<file path="config.mk">
export PLATFORM = sky130hd
export DESIGN_NAME = decode_writeback
export DESIGN_NICKNAME = d
export VERILOG_FILES = /design/src/rtl/decode_writeback.sv
export SDC_FILE = /design/constraint.sdc
export NUM_CORES = 2
export LEC_CHECK = 0
export CAP_MARGIN = 25
export CELL_PAD_IN_SITES_DETAIL_PLACEMENT = 1
export CELL_PAD_IN_SITES_GLOBAL_PLACEMENT = 1
export CORE_ASPECT_RATIO = 0.7
export CORE_MARGIN = 2
export CORE_UTILIZATION = 49
export CTS_CLUSTER_DIAMETER = 50
export CTS_CLUSTER_SIZE = 30
export DETAILED_ROUTE_END_ITERATION = 16
export PLACE_DENSITY = 0.87
export SETUP_SLACK_MARGIN = 0.3
export SLEW_MARGIN = 20
export SYNTH_ARGS = -nofsm -noshare
export SYNTH_HDL_FRONTEND = slang
export SYNTH_SLANG_ARGS = --single-unit
</file>
<file path="constraint.sdc">
create_clock -name clk -period 5.9 [get_ports clk]
set_clock_uncertainty 0.05 [all_clocks]
set_input_delay 0.885 -clock clk [delete_from_list [all_inputs] [get_ports clk]]
set_output_delay 0.885 -clock clk [all_outputs]
set_load 0.02 [all_outputs]
</file>
<file path="src/rtl/decode_writeback.sv">
`default_nettype none
// ============================================================================
// Module   : decode_writeback
// Purpose  : Decode and writeback stages of a Y86-64 style pipeline. The block
//            decodes the fetched fields into register IDs and reads operands.
//            It also owns the 15-entry register file that the writeback stage
//            updates.
//
// Ports    : clk        - rising-edge clock for register-file writes
//            rst_n      - asynchronous active-low reset
//            icode/ifun - instruction and function codes from Fetch
//            rA/rB      - register fields from Fetch
//            cond_flag  - Execute condition result; gates the cmovXX write
//            valE/valM  - ALU result and load data to be written back
//            wb_en      - writeback commit strobe
//            valA/valB  - operands read from the register file (0 for ID F)
//            srcA/srcB  - decoded source register IDs (4'hF = none)
//            dstE/dstM  - decoded destination register IDs (4'hF = none)
//            reg_err    - illegal register field flag
//
// Config   : DECODE_REG_CHECK_EN - when defined, a required rA/rB field equal
//            to F raises reg_err and blocks every write on that edge. When
//            undefined, reg_err is tied low.
//
// Revision : 1.0 - initial release
// ============================================================================
module decode_writeback #(
  parameter logic [63:0] RSP_RESET = 64'd0
) (
  input  logic        clk,
  input  logic        rst_n,
  input  logic [3:0]  icode,
  input  logic [3:0]  ifun,
  input  logic [3:0]  rA,
  input  logic [3:0]  rB,
  input  logic        cond_flag,
  input  logic [63:0] valE,
  input  logic [63:0] valM,
  input  logic        wb_en,
  output logic [63:0] valA,
  output logic [63:0] valB,
  output logic [3:0]  srcA,
  output logic [3:0]  srcB,
  output logic [3:0]  dstE,
  output logic [3:0]  dstM,
  output logic        reg_err
);

  localparam logic [3:0] C_RNONE   = 4'hF;
  localparam logic [3:0] C_RSP     = 4'h4;

  localparam logic [3:0] C_RRMOVQ  = 4'h2;  // also cmovXX
  localparam logic [3:0] C_IRMOVQ  = 4'h3;
  localparam logic [3:0] C_RMMOVQ  = 4'h4;
  localparam logic [3:0] C_MRMOVQ  = 4'h5;
  localparam logic [3:0] C_OPQ     = 4'h6;
  localparam logic [3:0] C_CALL    = 4'h8;
  localparam logic [3:0] C_RET     = 4'h9;
  localparam logic [3:0] C_PUSHQ   = 4'hA;
  localparam logic [3:0] C_POPQ    = 4'hB;

  // ifun does not affect decode or writeback here.
  logic unused_ifun;
  assign unused_ifun = ^ifun;

  // --------------------------------------------------------------------------
  // Register ID decode (purely combinational)
  // --------------------------------------------------------------------------
  always_comb begin
    srcA = C_RNONE;
    srcB = C_RNONE;
    dstE = C_RNONE;
    dstM = C_RNONE;
    case (icode)
      C_RRMOVQ: begin
        srcA = rA;
        dstE = cond_flag ? rB : C_RNONE;
      end
      C_IRMOVQ: begin
        dstE = rB;
      end
      C_RMMOVQ: begin
        srcA = rA;
        srcB = rB;
      end
      C_MRMOVQ: begin
        srcB = rB;
        dstM = rA;
      end
      C_OPQ: begin
        srcA = rA;
        srcB = rB;
        dstE = rB;
      end
      C_CALL: begin
        srcB = C_RSP;
        dstE = C_RSP;
      end
      C_RET: begin
        srcA = C_RSP;
        srcB = C_RSP;
        dstE = C_RSP;
      end
      C_PUSHQ: begin
        srcA = rA;
        srcB = C_RSP;
        dstE = C_RSP;
      end
      C_POPQ: begin
        srcA = C_RSP;
        srcB = C_RSP;
        dstE = C_RSP;
        dstM = rA;
      end
      default: begin
      end
    endcase
  end

  // --------------------------------------------------------------------------
  // Illegal register field check
  // --------------------------------------------------------------------------
`ifdef DECODE_REG_CHECK_EN
  logic ra_required;
  logic rb_required;

  always_comb begin
    ra_required = 1'b0;
    rb_required = 1'b0;
    case (icode)
      C_RRMOVQ: begin ra_required = 1'b1; rb_required = 1'b1; end
      C_IRMOVQ: begin rb_required = 1'b1; end
      C_RMMOVQ: begin ra_required = 1'b1; rb_required = 1'b1; end
      C_OPQ:    begin ra_required = 1'b1; rb_required = 1'b1; end
      C_PUSHQ:  begin ra_required = 1'b1; end
      C_POPQ:   begin ra_required = 1'b1; end
      default:  begin end
    endcase
  end

  assign reg_err = (ra_required && (rA == C_RNONE)) ||
                   (rb_required && (rB == C_RNONE));
`else
  assign reg_err = 1'b0;
`endif

  // --------------------------------------------------------------------------
  // Write enables
  // A popq %rsp produces dstE == dstM. In that case only the load value is
  // committed, so the E port is disabled whenever it aliases the M port.
  // --------------------------------------------------------------------------
  logic we_e;
  logic we_m;

  assign we_m = wb_en && !reg_err && (dstM != C_RNONE);
  assign we_e = wb_en && !reg_err && (dstE != C_RNONE) && (dstE != dstM);

  // --------------------------------------------------------------------------
  // Register file. Entry 15 of the read vector is the hard-wired "none" slot,
  // so that ID F reads 0 without a separate compare.
  // --------------------------------------------------------------------------
  logic [15:0][63:0] rd_vec;

  assign rd_vec[15] = 64'd0;

  for (genvar gi = 0; gi < 15; gi++) begin : g_reg
    localparam logic [3:0]  C_ID  = 4'(gi);
    localparam logic [63:0] C_RST = (gi == 4) ? RSP_RESET : 64'd0;

    logic [63:0] rf_q;

    always_ff @(posedge clk or negedge rst_n) begin
      if (!rst_n) begin
        rf_q <= C_RST;
      end else if (we_m && (dstM == C_ID)) begin
        rf_q <= valM;
      end else if (we_e && (dstE == C_ID)) begin
        rf_q <= valE;
      end
    end

    assign rd_vec[gi] = rf_q;
  end

  // Reads return the current register contents. A same-cycle write therefore
  // becomes visible only after the edge.
  assign valA = rd_vec[srcA];
  assign valB = rd_vec[srcB];

endmodule
`default_nettype wire
</file>
==> flow_summary_export.csv <==
group,metric,value,unit
outcome,status,"completed",
floorplanning,core,0.121,mm²
sta,setup_viol,0,
pwr,seq_power_share,42.6,%
global_route,antenna_found_initial,33,
worst_setup_path,worst_setup_path_start_kind,"input port",
global_route,grt_usage,44.6,%
clock_network,clkLatencyLatePin,740,ps
worst_setup_path,crit_end,"valB[18]",
yosys,syn-num-nets,7248,
sta,finalCritPeriodShare,94.9,%
worst_setup_path,crit_path_max_fanout,87,
global_route,grt_pass1_wl,425,mm
floorplanning,die-area,0.125,mm²
pwr,p_per_area,322,mW/mm²
routing,firstDrtPassIters,6,
yosys,synth_area,0.0598,mm²
routing,drtAntennaViolNets,0,
pwr,ir_drop,0.221,mV
clock_network,cts_root_buffer,"clkbuf_16",
global_route,first_global_vias,66200,
worst_setup_path,worstRegToRegCells,2,
yosys,ys_ff_latch,960,
floorplanning,io-pin-count,293,
routing,routed_wirelength,286,mm
floorplanning,num_rows,107,
pwr,switching_share,36.5,%
yosys,synth_flop_cell,"dfrtp_1",
clock_network,hold_buffers,0,
placement,gp_congestion,0.898,
routing,vias_per_cell,7.39,
pwr,leakagePower,30.2,nW
final_layout,fin_nets,7049,
pwr,power.switching,0.00806,W
worst_setup_path,r2r_end,"g_reg[13].rf_q[14]",
yosys,synth-async-reset-ratio,100,%
sta,period_needed,5600,ps
placement,dp.final_hpwl,159,mm
pwr,clkPwrFrac,32.8,%
placement,port_buffers,287,
yosys,synthDistinctLibCells,54,
final_layout,layout-drive-gt1-share,11.0,%
final_layout,largest_register,"g.rf_q",
worst_setup_path,r2r_setup_slack,4840,ps
clock_network,cts_tree,"built",
yosys,postSynthCellCount,7100,
yosys,syn_area_per_cell,8.42,µm²
floorplanning,initial_utilization,49.3,%
clock_network,htreeDepth,3,
global_route,gr-total-overflow,0,
sta,slew_headroom,21.1,%
routing,drt_iter0_markers,9287,
worst_setup_path,crit_required,4970,ps
global_route,grt_max_degree,165,
min_path,hp-class,"input port to asynchronous set/reset pin",
sta,worstMarginPinSlew,1180,ps
sta,fmax,179,MHz
floorplanning,die_w,421,µm
clock_network,cts.path.max_buffers,3,
run,max_cap_violations,0,
final_layout,largest_register_ffs,960,
yosys,synth_warnings,0,
routing,wire_per_inst,33.1,µm
pwr,p_int,0.0140,W
worst_setup_path,crit_path_end_kind,"output port",
yosys,synth_edf_count,0,
final_layout,area_growth,14.7,%
worst_setup_path,critical_path.startpoint,"icode[3]",
sta,rsz0062_at_grt,"no",
final_layout,largestRegisters,"g.rf_q x960",
worst_setup_path,arrival,4660,ps
worst_setup_path,r2r-start,"g_reg[13].rf_q[14]",
floorplanning,die_y,296,µm
sta,finalMaxSlewViolations,0,
clock_network,cts.sink_count,960,
worst_setup_path,worstSetupPathType,"input port to output port",
sta,fin_tns_setup,0,ps
clock_network,clk_pin_slew_worst_paths,70,ps
yosys,seq_area_frac_synth,40.2,%
sta,hold_viol,0,
clock_network,cts_made_buffers,103,
routing,route.vias.total,63900,
routing,drc,0,
sta,hold_slack,83.3,ps
pwr,power_frac_comb,24.6,%
==> worst min path at each step <==
stage | from | to | slack [ps] | cells after the start
floorplan | g_reg[8].rf_q[0] | g_reg[8].rf_q[0] | 410 | 2
detailed placement | g_reg[8].rf_q[63] | g_reg[8].rf_q[63] | 440 | 2
global route | rst_n | g_reg[9].rf_q[10] | 110 | 1
global placement | g_reg[8].rf_q[11] | g_reg[8].rf_q[11] | 430 | 2
CTS | rst_n | g_reg[9].rf_q[10] | 90 | 1
finish | rst_n | g_reg[9].rf_q[10] | 80 | 1
==> metal layers <==
layer	part of all wire, %	GRT usage [%]	vias to the layer above
li1	-	-	25400
met1	37	55.8	31800
met2	43	67.1	5232
met3	13	12.4	1519
met4	7.2	31.1	12
met5	0.028	0.114	-
==> kinds of logic after synthesis <==
family	count (synthesis)	synth area share, %
buffers and inverters	829	5.40
multiplexers	832	14.1
flip-flops	960	40.2
AO/OA/AOI/OAI	1957	23.3
AND/OR/NAND/NOR	2521	17.0
other	1	0.00628
==> cell type report <==
class	instances	area, µm²
inverters	10	86.3
diodes	26	65.1
repair buffers	515	5670
multi-input cells	5311	33000
flip-flops and latches	960	24000
clock buffers	110	2670
clock inverters	83	1020
well taps	1635	2050
fillers	13900	52800
==> power by group through the flow <==
stage	logic [W]	registers (W)	clock network, W
2_1_floorplan	0.00330	0.00896	0
3_3_place_gp	0.00486	0.00929	0
3_5_place_dp	0.00519	0.00940	0
4_1_cts	0.00528	0.00933	0.00721
5_1_grt	0.00583	0.00955	0.00748
6_report	0.00543	0.00940	0.00725
==> cell usage after synthesis, types with 3 or more instances <==
| master | number | share of area [%] |
|---|---|---|
| nand2_1 | 1756 | 11 |
| dfrtp_1 | 960 | 40 |
| mux2i_1 | 768 | 13 |
| clkbuf_1 | 645 | 4.1 |
| o21ai_0 | 550 | 4.6 |
| a31oi_1 | 452 | 4.7 |
| nor2_1 | 397 | 2.5 |
| o221ai_1 | 256 | 3.8 |
| nand3_1 | 200 | 1.7 |
| o221a_2 | 151 | 2.8 |
| buf_2 | 89 | 0.75 |
| buf_1 | 84 | 0.53 |
| a21oi_1 | 70 | 0.59 |
| and2_1 | 67 | 0.70 |
| a211oi_1 | 66 | 0.83 |
| and3_1 | 66 | 0.69 |
| o2bb2ai_1 | 65 | 0.95 |
| a22oi_1 | 64 | 0.80 |
| a31o_2 | 64 | 0.94 |
| mux2_2 | 64 | 1.2 |
| a221oi_1 | 63 | 0.92 |
| a221o_1 | 61 | 1.0 |
| o221a_1 | 39 | 0.73 |
| o21ai_1 | 35 | 0.29 |
| inv_1 | 7 | 0.044 |
| nand2b_1 | 7 | 0.073 |
| nor3_1 | 7 | 0.059 |
| or2_2 | 6 | 0.063 |
| a21boi_1 | 4 | 0.050 |
| nor2b_1 | 4 | 0.042 |
| inv_2 | 3 | 0.019 |
==> critical path, stage by stage <==
cell             delay, ps
clkdlybuf4s50_1        550
nand2b_1               290
buf_4                  230
nor3_2                 250
buf_12                 200
buf_16                 430
o221ai_1               290
nand3_1                160
o21ai_0                130
a21oi_1                460
clkdlybuf4s50_1        700
==> what timing repair did <==
item / in CTS / in global routing
buffers inserted: 2 / 0
setup endpoints to repair: 30 / 26
pin swaps: 1 / 0
gates resized for setup: 5 / 13
==> cells in the final DEF (no fill, tap or decap), types with 66 or more instances in the layout <==
cell type / count
buf_12: 78
nand2_1: 1744
clkbuf_16: 104
mux2i_1: 768
clkdlybuf4s50_1: 282
a31oi_1: 449
nor2_1: 389
o221a_2: 151
o221ai_1: 256
o21ai_0: 548
buf_4: 144
dfrtp_1: 960
nand3_1: 197
and2_1: 66
==> stage by stage <==
step	std cells	utilization, %	power [W]	setup WS, ps	area (µm²)
after global placement	8425	53.2	0.0141	301	64600
after global routing	8640	56.5	0.0228	299	68500
after CTS	8621	56.3	0.0218	318	68300
final	8650	56.5	0.0221	303	68500
after detailed placement	8426	53.3	0.0146	169	64600
after floorplan	7100	-	0.0123	1900	59800
(Power assumes the default switching activity.)
